`config.mk`:
```
export PLATFORM = sky130hd
export DESIGN_NAME = fetch_unit
export DESIGN_NICKNAME = d
export VERILOG_FILES = /design/src/rtl/fetch_unit.sv
export SDC_FILE = /design/constraint.sdc
export NUM_CORES = 1
export LEC_CHECK = 0
export ABC_AREA = 1
export CORE_MARGIN = 4
export CORE_UTILIZATION = 30
export CTS_CLUSTER_SIZE = 16
export DETAILED_ROUTE_END_ITERATION = 10
export PLACE_DENSITY_LB_ADDON = 0.3
export SLEW_MARGIN = 30
export SYNTH_ARGS = -nofsm -noshare
export SYNTH_HDL_FRONTEND = slang
export SYNTH_SLANG_ARGS = --single-unit
```
`constraint.sdc`:
```
create_clock -name clk -period 2.4 [get_ports clk]
set_input_delay 0.36 -clock clk [delete_from_list [all_inputs] [get_ports clk]]
set_output_delay 0.36 -clock clk [all_outputs]
set_load 0.005 [all_outputs]
```
`src/rtl/fetch_unit.sv`:
```
// Two-byte instruction fetcher sharing a single synchronous memory port with executor data accesses.
// Fetch runs HI/LO/CAP into WAIT; data reads and writes are serviced only from WAIT.
module fetch_unit #(
  parameter int unsigned ADDR_W = 16,
  parameter int unsigned DATA_W = 8
) (
  input  logic                clk,
  input  logic                rst_n,
  input  logic [ADDR_W-1:0]   pc_addr_i,
  output logic [1:0]          pc_op_o,
  output logic [7:0]          pc_k_o,
  output logic [ADDR_W-1:0]   mem_addr_o,
  output logic                mem_rw_o,
  output logic [DATA_W-1:0]   mem_wdata_o,
  input  logic [DATA_W-1:0]   mem_q_i,
  output logic [2*DATA_W-1:0] instr_o,
  output logic                instr_valid_o,
  input  logic                instr_ready_i,
  input  logic                jump_taken_i,
  input  logic                data_req_i,
  input  logic                data_rw_i,
  input  logic [ADDR_W-1:0]   data_addr_i,
  input  logic [DATA_W-1:0]   data_wdata_i,
  output logic [DATA_W-1:0]   data_rdata_o,
  output logic                data_ack_o
);

  localparam logic [1:0] PcReset = 2'b00;
  localparam logic [1:0] PcHold  = 2'b01;
  localparam logic [1:0] PcIncr  = 2'b10;
  localparam logic [1:0] PcJump  = 2'b11;

  typedef enum logic [2:0] {
    StBoot,
    StHi,
    StLo,
    StCap,
    StWait,
    StDrd,
    StDcap,
    StDwr
  } state_e;

  state_e              state_q, state_d;
  logic [DATA_W-1:0]   instr_hi_q, instr_hi_d;
  logic [DATA_W-1:0]   instr_lo_q, instr_lo_d;
  logic [DATA_W-1:0]   data_rdata_q, data_rdata_d;
  logic                data_ack_q, data_ack_d;
  logic                pend_q, pend_d;
  logic                req_eff;

  // The ack cycle ignores new requests so one access cannot be retriggered by a held req.
  assign req_eff = (data_req_i | pend_q) & ~data_ack_q;

  always_comb begin
    state_d      = state_q;
    instr_hi_d   = instr_hi_q;
    instr_lo_d   = instr_lo_q;
    data_rdata_d = data_rdata_q;
    data_ack_d   = 1'b0;
    pend_d       = pend_q;
    pc_op_o      = PcHold;
    mem_addr_o   = pc_addr_i;
    mem_rw_o     = 1'b0;

    unique case (state_q)
      StBoot: begin
        pc_op_o = PcReset;
        state_d = StHi;
      end
      StHi: begin
        if (data_req_i) pend_d = 1'b1;
        state_d = StLo;
      end
      StLo: begin
        if (data_req_i) pend_d = 1'b1;
        mem_addr_o = pc_addr_i + ADDR_W'(1);
        instr_hi_d = mem_q_i;
        state_d    = StCap;
      end
      StCap: begin
        if (data_req_i) pend_d = 1'b1;
        instr_lo_d = mem_q_i;
        state_d    = StWait;
      end
      StWait: begin
        if (req_eff) begin
          pend_d  = 1'b0;
          state_d = data_rw_i ? StDwr : StDrd;
        end else if (instr_ready_i) begin
          pc_op_o = jump_taken_i ? PcJump : PcIncr;
          state_d = StHi;
        end
      end
      StDwr: begin
        mem_addr_o = data_addr_i;
        mem_rw_o   = 1'b1;
        data_ack_d = 1'b1;
        state_d    = StWait;
      end
      StDrd: begin
        mem_addr_o = data_addr_i;
        state_d    = StDcap;
      end
      StDcap: begin
        data_rdata_d = mem_q_i;
        data_ack_d   = 1'b1;
        state_d      = StWait;
      end
      default: state_d = StBoot;
    endcase
  end

  always_ff @(posedge clk or negedge rst_n) begin
    if (!rst_n) begin
      state_q      <= StBoot;
      instr_hi_q   <= '0;
      instr_lo_q   <= '0;
      data_rdata_q <= '0;
      data_ack_q   <= 1'b0;
      pend_q       <= 1'b0;
    end else begin
      state_q      <= state_d;
      instr_hi_q   <= instr_hi_d;
      instr_lo_q   <= instr_lo_d;
      data_rdata_q <= data_rdata_d;
      data_ack_q   <= data_ack_d;
      pend_q       <= pend_d;
    end
  end

  assign instr_o       = {instr_hi_q, instr_lo_q};
  assign instr_valid_o = (state_q == StWait);
  assign pc_k_o        = instr_lo_q[7:0];
  assign mem_wdata_o   = data_wdata_i;
  assign data_rdata_o  = data_rdata_q;
  assign data_ack_o    = data_ack_q;

endmodule

```
==> results of run 1 <==
==> metrics by stage <==
step	setup slack (ps)	cells	TNS, ps	hold WS, ps	util, %
3_5_place_dp	-224.6	457	-1474	473.2	49.04
4_1_cts	15.49	465	0	464.0	51.97
2_1_floorplan	869.5	289	0	64.41	-
5_1_grt	-3.704	471	-3.704	483.0	53.63
3_3_place_gp	-199.7	457	-1176	466.9	49.04
6_report	104.0	471	0	452.8	53.63
==> flip-flops by register name, indices dropped and copies added, names as in the netlist <==
register and count:
data_rdata_o 8, state_q 3, pc_k_o 8, instr_hi_q 8, data_ack_o 1, pend_q 1
==> worst min-delay path by stage <==
stage	start	to	slack (ps)
2_1_floorplan	rst_n	data_ack_o$_DFF_PN0_	60
3_3_place_gp	data_rdata_o[2]$_DFFE_PN0P_	data_rdata_o[2]$_DFFE_PN0P_	470
3_5_place_dp	data_rdata_o[2]$_DFFE_PN0P_	data_rdata_o[2]$_DFFE_PN0P_	470
4_1_cts	rst_n	data_rdata_o[0]$_DFFE_PN0P_	460
5_1_grt	rst_n	pc_k_o[0]$_DFFE_PN0P_	480
6_report	rst_n	pc_k_o[6]$_DFFE_PN0P_	450
==> power groups by stage <==
stage | clock, W | combinational (W) | sequential (W)
2_1_floorplan | 0 | 0.000822 | 0.000903
3_3_place_gp | 0 | 0.00189 | 0.000906
3_5_place_dp | 0 | 0.00192 | 0.000904
4_1_cts | 0.000530 | 0.00194 | 0.000907
5_1_grt | 0.000554 | 0.00219 | 0.000949
6_report | 0.000518 | 0.00196 | 0.000912
==> metal layers <==
| layer | vias to the layer above | wire length (µm) | track usage [%] |
|---|---|---|---|
| met5 | - | 0 | 0 |
| met1 | 953 | 2715 | 20.02 |
| met3 | 3 | 507 | 4.655 |
| met4 | 0 | 31 | 3.022 |
| li1 | 1116 | - | - |
| met2 | 72 | 2672 | 25.76 |
==> Yosys cell counts (all sizes together) <==
cell type  count  share of area [%]
o21ai         41                 11
or2            2               0.65
clkbuf         2               0.45
dfrtp         29                 38
o211ai         3                1.2
nand4          3               0.97
o21bai         1               0.39
buf           22                7.8
ha             1               0.65
inv           43                8.4
a22oi          2               0.78
nor2          18                4.1
nor3           2               0.52
nand2         87                 17
a21oi          4                1.0
nand3         28                7.5
o22ai          1               0.32
==> worst max-delay path, cell delays in order <==
cell and delay (ps):
clkdlybuf4s50_1 490, nand2_2 90, nor2_4 140, nand2_1 90, o21ai_1 130, nand3_1 80, nand2_1 60, clkdlybuf4s50_1 490
==> cell type report <==
| cell class | count | area (µm²) | share of cell area (%) |
|---|---|---|---|
| Multi-Input combinational cell | 193 | 979.7 | 29.97 |
| Sequential cell | 29 | 725.7 | 22.20 |
| Timing Repair Buffer | 123 | 1185 | 36.24 |
| Clock buffer | 7 | 86.33 | 2.641 |
| Clock inverter | 1 | 30.03 | 0.9185 |
| Tap cell | 75 | 93.84 | 2.870 |
| Inverter | 43 | 168.9 | 5.166 |
==> cell families (layout without fill, tap and decap cells) <==
logic type	Yosys count	after routing	synth area share (%)
and+or+nand+nor	140	140	30.85
DFF	29	29	37.59
buffers and inverters	67	174	16.59
adders and majority gates	1	1	0.6480
AOI/OAI and AO/OA	52	52	14.32
==> timing repair <==
item,4_1_cts,5_1_grt
resized for setup,22,20
endpoints found under the setup margin,16,16
buffers inserted,0,6
pin swaps,3,3
==> flow_metrics.tcl, run 1 <==
set metrics [dict create \
    switchingPower_w 0.001190 \
    drtAntennaViolNets 0 \
    critPathLaunchType "primary input" \
    grt-ovfl-total 0 \
    grt_usage_pct 15.46 \
    drt_iter0_drc 61 \
    grt_first_pass_wirelength_um 9597 \
    dpl.hpwl_um 4444 \
    p_sw_share_pct 35.07 \
    clock_skew_ps 4.707 \
    drc_errors 0 \
    layout_common_cells "clkdlybuf4s50_1, nand2_1, inv_1, o21ai_0, dfrtp_1" \
    r2r_slack_ps 1050 \
    seqPwrFrac_pct 26.9 \
    cts_hold_buf 0 \
    tightest_slew_ps 569.1 \
    hold_viol 0 \
    crit_start "pc_addr_i[8]" \
    clock_latency_ps 280 \
    grt_pass1_vias 2105 \
    yosysWarningCount 0 \
    timing.rr.start "state_q[0]$_DFFE_PN0P_" \
    nets 450 \
    drt-total-wl_um 5927 \
    p_leak_nw 1.595 \
    antenna_cells 0 \
    min_period_ps 2296 \
    ys_seq_elements 29 \
    relSlewSlack_pct 61.95 \
    required_ps 2040 \
    n_fill_cell 598 \
    avgSynthCellArea_um2 6.680 \
    crit_end "mem_addr_o[15]" \
    worstReg2RegEnd "data_rdata_o[7]$_DFFE_PN0P_" \
    drt_pre_antenna_iters 4 \
    synthesis.area_mm2 0.001931 \
    die_h_um 88.22 \
    status "completed" \
    critical_path_peak_fanout 3 \
    htree_levels 2 \
    die_area_mm2 0.007783 \
    fin_crit_sh_pct 95.67 \
    final_common_cell "clkdlybuf4s50_1" \
    syn_inst 289 \
    yosysSeqAreaShare_pct 37.59 \
    p_per_area_mw_per_mm2 1038 \
    syn_nets 344 \
    cap_violations 0 \
    maxSlewViolCount 0 \
    p_total_w 0.003393 \
    dieWidth_um 88.22 \
    clkTransAtPathRegs_ps 60 \
    clockPowerShare_pct 15.3 \
    grt_max_degree 30 \
    grt_antenna_before_repair 0 \
    ir_worst_vdd_mv 0.6442 \
    fmax_mhz 435.5 \
    area_delta_synth_final_pct 69.35 \
    routedWlPerCell_um 12.58 \
    core_mm2 0.006096 \
    fin_area_mm2 0.003269 \
    rows 28 \
    ios 115 \
    cp.arrival_ps 1940 \
    start_util_pct 31.67 \
    hold_class "primary input to asynchronous set/reset pin" \
    critPathCaptureType "output pin" \
    placed_area_mm2 0.002989 \
    cts_sinks 29 \
    io_buffers 98 \
    globalplace.congestion 0.8021 \
    synth_cell_types 24 \
    combinationalPowerShare_pct 57.9 \
    internal_power_w 0.002203 \
    worstSetupPathType "primary input to output pin" \
    cts_buffer_depth 2 \
    drive_above_1_share_pct 14.65 \
    vias_per_cell 4.552 \
    cts_made_buffers 5 \
    finalSetupViolations 0 \
    reg2reg_depth 3 \
    vias 2144 \
    cts_tree "yes" \
    root_buffer "clkbuf_8" \
]
Power figures use the tool's default switching activity.
==> run 2: changes to the inputs <==
--- a/config.mk
+++ b/config.mk
@@ -6,7 +6,7 @@
 export NUM_CORES = 1
 export LEC_CHECK = 0
 export ABC_AREA = 1
-export CORE_MARGIN = 4
+export CORE_MARGIN = 2
 export CORE_UTILIZATION = 30
 export CTS_CLUSTER_SIZE = 16
 export DETAILED_ROUTE_END_ITERATION = 10
==> run 2 against run 1 <==
Against the previous run:
- clock-buffer cell count down 1
- cell count down 0.42%
- worst setup slack worse by 25 ps
- clock skew down 0.71 ps
- combinational power down 3%
- design area down 2.8%
- clock power down 27%
- register-to-register slack worse by 60 ps
- hold slack better by 6.2 ps
- first-iteration DRC count down 33%
- die area down 8.9%
- critical path type unchanged
==> flow_metrics.tcl, run 2 (synthesized netlist as in run 1, its figures left out) <==
set metrics [dict create \
    status "completed" \
    cap_violations 0 \
    placed_area_mm2 0.002969 \
    die_h_um 84.22 \
    crit_buf_inv 3 \
    cp_slowest_cell "clkdlybuf4s50_1" \
    clkTransAtPathRegs_ps 60 \
    combinationalPowerShare_pct 59.6 \
    internal_power_w 0.002015 \
    cts_made_buffers 5 \
    drt_iter0_drc 41 \
    globalplace.congestion 0.7988 \
    final_common_cell "nand2_1" \
    maxSlewViolCount 0 \
    hold_viol 0 \
    layout_common_cells "nand2_1, clkdlybuf4s50_1, inv_1, o21ai_0, dfrtp_1" \
    required_ps 2040 \
    path_cells "clkdlybuf4s50_1, ha_2, nand3_4, nor2_4, buf_4, or2_2, nand3_1, nand3_1, dlygate4sd2_1" \
    cts_hold_buf 0 \
    r2r_slack_ps 990 \
    hold_class "primary input to asynchronous set/reset pin" \
    fmax_mhz 430.9 \
    switchingPower_w 0.001175 \
    grt_first_pass_wirelength_um 9584 \
    grt_pass1_vias 2107 \
    p_leak_nw 1.598 \
    root_buffer "clkbuf_8" \
    vias 2138 \
    p_per_area_mw_per_mm2 1003 \
    start_util_pct 30.76 \
    htree_levels 2 \
    final_cells 469 \
    drt-total-wl_um 5783 \
    relSlewSlack_pct 61.56 \
    clock_skew_ps 3.998 \
    clockPowerShare_pct 11.9 \
    fin_tns_setup_ps 0 \
    cp_common_cell "nand3_1" \
    worstReg2RegEnd "data_rdata_o[5]$_DFFE_PN0P_" \
    die_area_mm2 0.007093 \
    worstSetupPathType "primary input to output pin" \
    routedWlPerCell_um 12.33 \
    dpl.hpwl_um 4355 \
    vias_per_cell 4.559 \
    timing.rr.start "state_q[0]$_DFFE_PN0P_" \
    cts_sinks 29 \
    cp.arrival_ps 1960 \
    rsz0062_at_grt "false" \
    min_period_ps 2321 \
    timing.critical_path.max_delay_family "buffers and inverters" \
    cts_buffer_depth 2 \
    fin_crit_sh_pct 96.70 \
    grt_usage_pct 16.32 \
    grt_max_degree 30 \
    antenna_cells 0 \
    fin_area_mm2 0.003179 \
    core_mm2 0.006277 \
    grt-ovfl-total 0 \
    fin_ws_ps 79.24 \
    finalSetupViolations 0 \
    drc_errors 0 \
    critPathCaptureType "output pin" \
    slowest_delay_ps 430 \
    place_inst 456 \
    area_delta_synth_final_pct 64.68 \
    drive_above_1_share_pct 12.50 \
    clock_latency_ps 280 \
    seqPwrFrac_pct 28.5 \
    critPathLaunchType "primary input" \
    dieWidth_um 84.22 \
    tightest_slew_ps 575.1 \
    grt_antenna_before_repair 0 \
    ir_worst_vdd_mv 0.6509 \
    place_ws_ps -199.1 \
    p_sw_share_pct 36.82 \
    drt_pre_antenna_iters 4 \
    rows 29 \
    io_buffers 98 \
    drtAntennaViolNets 0 \
    cts_tree "yes" \
    nets 446 \
    ios 115 \
    critical_path_peak_fanout 5 \
    reg2reg_depth 3 \
    fin_hold_ws_ps 459.0 \
]
-- run 2: cell types whose count changed in the layout (fill, tap and decap cells not counted), sizes merged --
cell / change
clkbuf: -1
clkinvlp: -2
clkdlybuf4s50: -5
dlymetal6s2s: +1
inv: +2
clkinv: +2
buf: -4
dlygate4sd2: +4
bufinv: -1
-- run 2: final cells by class --
type	count	area, µm²
inverter	43	163.9
sequential	29	726.9
clock buffer	6	72.57
tap	77	96.34
fill	620	3098
timing repair buffer	119	1156
clock inverter	2	10.01
multi-input combinational	193	953.4
-- run 2: worst max path at each step --
stage                      startpoint        endpoint  slack (ps)  depth (start not counted)
2_1_floorplan            pc_addr_i[0]   mem_addr_o[6]         870                          6
3_3_place_gp             pc_addr_i[0]  mem_addr_o[14]        -160                          9
3_5_place_dp             pc_addr_i[0]  mem_addr_o[14]        -200                          9
4_1_cts                  pc_addr_i[0]  mem_addr_o[15]         0.9                          9
5_1_grt        state_q[2]$_DFFE_PN0P_   mem_addr_o[0]           3                          7
6_report                 pc_addr_i[1]   mem_addr_o[6]          80                          9
-- run 2: repair_timing --
item                       in CTS  in global routing
setup endpoints to repair      11                  8
gates resized for setup        23                 19
pin swaps                       3                  3
setup buffers                   2                  3
-- run 2: metal layers --
| metal | vias up | routed length [µm] | GRT usage [%] |
|---|---|---|---|
| li1 | 1104 | - | - |
| met1 | 949 | 2505 | 19.99 |
| met2 | 80 | 2762 | 28.93 |
| met3 | 5 | 457 | 3.835 |
| met4 | 0 | 57 | 3.959 |
| met5 | - | 0 | 0 |
-- run 2: through the flow --
stage	utilization [%]	total power (W)
detailed placement	47.30	0.002846
CTS	49.47	0.003210
global placement	47.30	0.002817
global route	50.65	0.003477
finish	50.65	0.003190
floorplan	-	0.001725
-- run 2: power groups by stage --
stage	Clock, W	Sequential [W]	Combinational, W
2_1_floorplan	0	0.000903	0.000822
3_3_place_gp	0	0.000901	0.00192
3_5_place_dp	0	0.000904	0.00194
4_1_cts	0.000389	0.000908	0.00191
5_1_grt	0.000410	0.000948	0.00212
6_report	0.000379	0.000911	0.00190
==> run 3: changes to the inputs <==
--- a/config.mk
+++ b/config.mk
@@ -6,11 +6,10 @@
 export NUM_CORES = 1
 export LEC_CHECK = 0
 export ABC_AREA = 1
-export CORE_MARGIN = 2
 export CORE_UTILIZATION = 30
 export CTS_CLUSTER_SIZE = 16
 export DETAILED_ROUTE_END_ITERATION = 10
-export PLACE_DENSITY_LB_ADDON = 0.3
+export PLACE_DENSITY_LB_ADDON = 0.1
 export SLEW_MARGIN = 30
 export SYNTH_ARGS = -nofsm -noshare
 export SYNTH_HDL_FRONTEND = slang
==> run 3 against run 2 <==
Against the previous run:
- utilization rose by 2.4 points
- sequential cell count did not move
- critical path depth fell by 1
- largest cell class unchanged
==> flow_metrics.tcl, run 3 (synthesized netlist as in run 1, its figures left out) <==
set metrics [dict create \
    switchingPower_w 0.001158 \
    dpl.hpwl_um 4143 \
    hold_class "primary input to asynchronous set/reset pin" \
    seqPwrFrac_pct 28.2 \
    root_buffer "clkbuf_8" \
    place_ws_ps -209.4 \
    drtAntennaViolNets 0 \
    clockPowerShare_pct 12.1 \
    clock_skew_ps 3.618 \
    dieWidth_um 82.22 \
    cts_hold_buf 0 \
    status "completed" \
    drt_pre_antenna_iters 4 \
    cap_violations 0 \
    top_layer "met4" \
    place_inst 458 \
    cts_tree "yes" \
    ios 115 \
    clock_latency_ps 270 \
    grt_antenna_before_repair 0 \
    worstSetupPathType "primary input to output pin" \
    vias 2114 \
    final_common_cell "clkdlybuf4s50_1" \
    drt-total-wl_um 5484 \
    ir_worst_vdd_mv 0.6188 \
    fmax_mhz 436.8 \
    vias_per_cell 4.517 \
    cts_buffer_depth 2 \
    wl_met3_um 417 \
    htree_levels 2 \
    critPathLaunchType "primary input" \
    required_ps 2040 \
    final_cells 468 \
    fin_ws_ps 110.4 \
    finalSetupViolations 0 \
    grt_first_pass_wirelength_um 8562 \
    p_per_area_mw_per_mm2 1006 \
    grt_usage_pct 16.64 \
    cts_made_buffers 5 \
    routedWlPerCell_um 11.72 \
    tightest_slew_ps 574.0 \
    p_leak_nw 1.575 \
    min_period_ps 2290 \
    core_mm2 0.006061 \
    critPathCaptureType "output pin" \
    clkTransAtPathRegs_ps 60 \
    io_buffers 98 \
    maxSlewViolCount 0 \
    rows 28 \
    area_delta_synth_final_pct 66.62 \
    fin_crit_sh_pct 95.40 \
    cts_sinks 29 \
    met1_length_um 2458 \
    internal_power_w 0.002077 \
    routed-wl-met2_um 2527 \
    combinationalPowerShare_pct 59.6 \
    grt_pass1_vias 1886 \
    antenna_cells 0 \
    drc_errors 0 \
    grt_max_degree 30 \
    cp.arrival_ps 1930 \
    critical_path_peak_fanout 4 \
    fin_tns_setup_ps 0 \
    drive_above_1_share_pct 13.74 \
    hold_viol 0 \
    die_area_mm2 0.006760 \
    start_util_pct 31.85 \
    drt_iter0_drc 41 \
    grt-ovfl-total 0 \
    layout_common_cells "clkdlybuf4s50_1, nand2_1, inv_1, o21ai_0, dfrtp_1" \
    nets 448 \
    p_sw_share_pct 35.80 \
    globalplace.congestion 0.8355 \
    relSlewSlack_pct 61.63 \
    die_h_um 82.22 \
]
run 3: changes by cell type in the layout (fill, tap and decap cells not counted), sizes merged, moves of 2 or more:
cell,before,now
clkdlybuf4s50,79,81
dlymetal6s2s,10,8
buf,21,23
clkinv,2,0
run 3: layout make-up:
type / count / area, µm²
fill: 586 / 2844
timing repair buffer: 121 / 1175
multi-input combinational: 193 / 967.2
sequential: 29 / 726.9
inverter: 43 / 167.7
tap: 75 / 93.84
clock buffer: 7 / 86.33
run 3: timing repair:
item	in CTS	in global routing
gates resized for setup	23	24
setup endpoints to repair	16	10
pin swaps	2	4
setup buffers	0	3
run 3: power groups by stage:
stage	clock, W	combinational, W	sequential (W)
6_report	0.000393	0.00193	0.000913
5_1_grt	0.000427	0.00216	0.000945
2_1_floorplan	0	0.000822	0.000903
4_1_cts	0.000405	0.00190	0.000907
3_3_place_gp	0	0.00191	0.000906
3_5_place_dp	0	0.00192	0.000902
run 3: stage by stage:
stage | utilization (%) | hold slack (ps) | area [µm²] | total power, W
global route | 53.08 | 509.6 | 3217 | 0.003534
floorplan | - | 64.41 | 1931 | 0.001725
finish | 53.08 | 462.8 | 3217 | 0.003235
detailed placement | 49.44 | 472.1 | 2997 | 0.002818
CTS | 51.53 | 477.0 | 3123 | 0.003211
global placement | 49.44 | 466.6 | 2997 | 0.002812
run 3: path summary, 6_finish.rpt:
check                                            start  slack (ps)                          end  cells after the start
hold / removal                                   rst_n         460         data_ack_o$_DFF_PN0_                      2
max in group asynchronous                        rst_n        1650       state_q[2]$_DFFE_PN0P_                      2
setup reg to reg                state_q[0]$_DFFE_PN0P_        1030  data_rdata_o[7]$_DFFE_PN0P_                      3
min in group clk           data_rdata_o[6]$_DFFE_PN0P_         480  data_rdata_o[6]$_DFFE_PN0P_                      2
setup / recovery                         pc_addr_i[11]         110               mem_addr_o[15]                      8
hold reg to reg            data_rdata_o[6]$_DFFE_PN0P_         480  data_rdata_o[6]$_DFFE_PN0P_                      2
run 3: worst max-delay path: stages:
cell,delay [ps]
clkdlybuf4s50_1,510
nand2_2,100
nor2_4,120
nand2_1,70
o21ai_0,140
nand3_1,90
nand2_1,60
clkdlybuf4s50_1,480
run 3: metal layers:
| layer | GRT usage, % | vias to the layer above |
|---|---|---|
| met5 | 0 | - |
| li1 | - | 1108 |
| met1 | 20.10 | 916 |
| met4 | 7.018 | 0 |
| met3 | 3.846 | 10 |
| met2 | 28.26 | 80 |
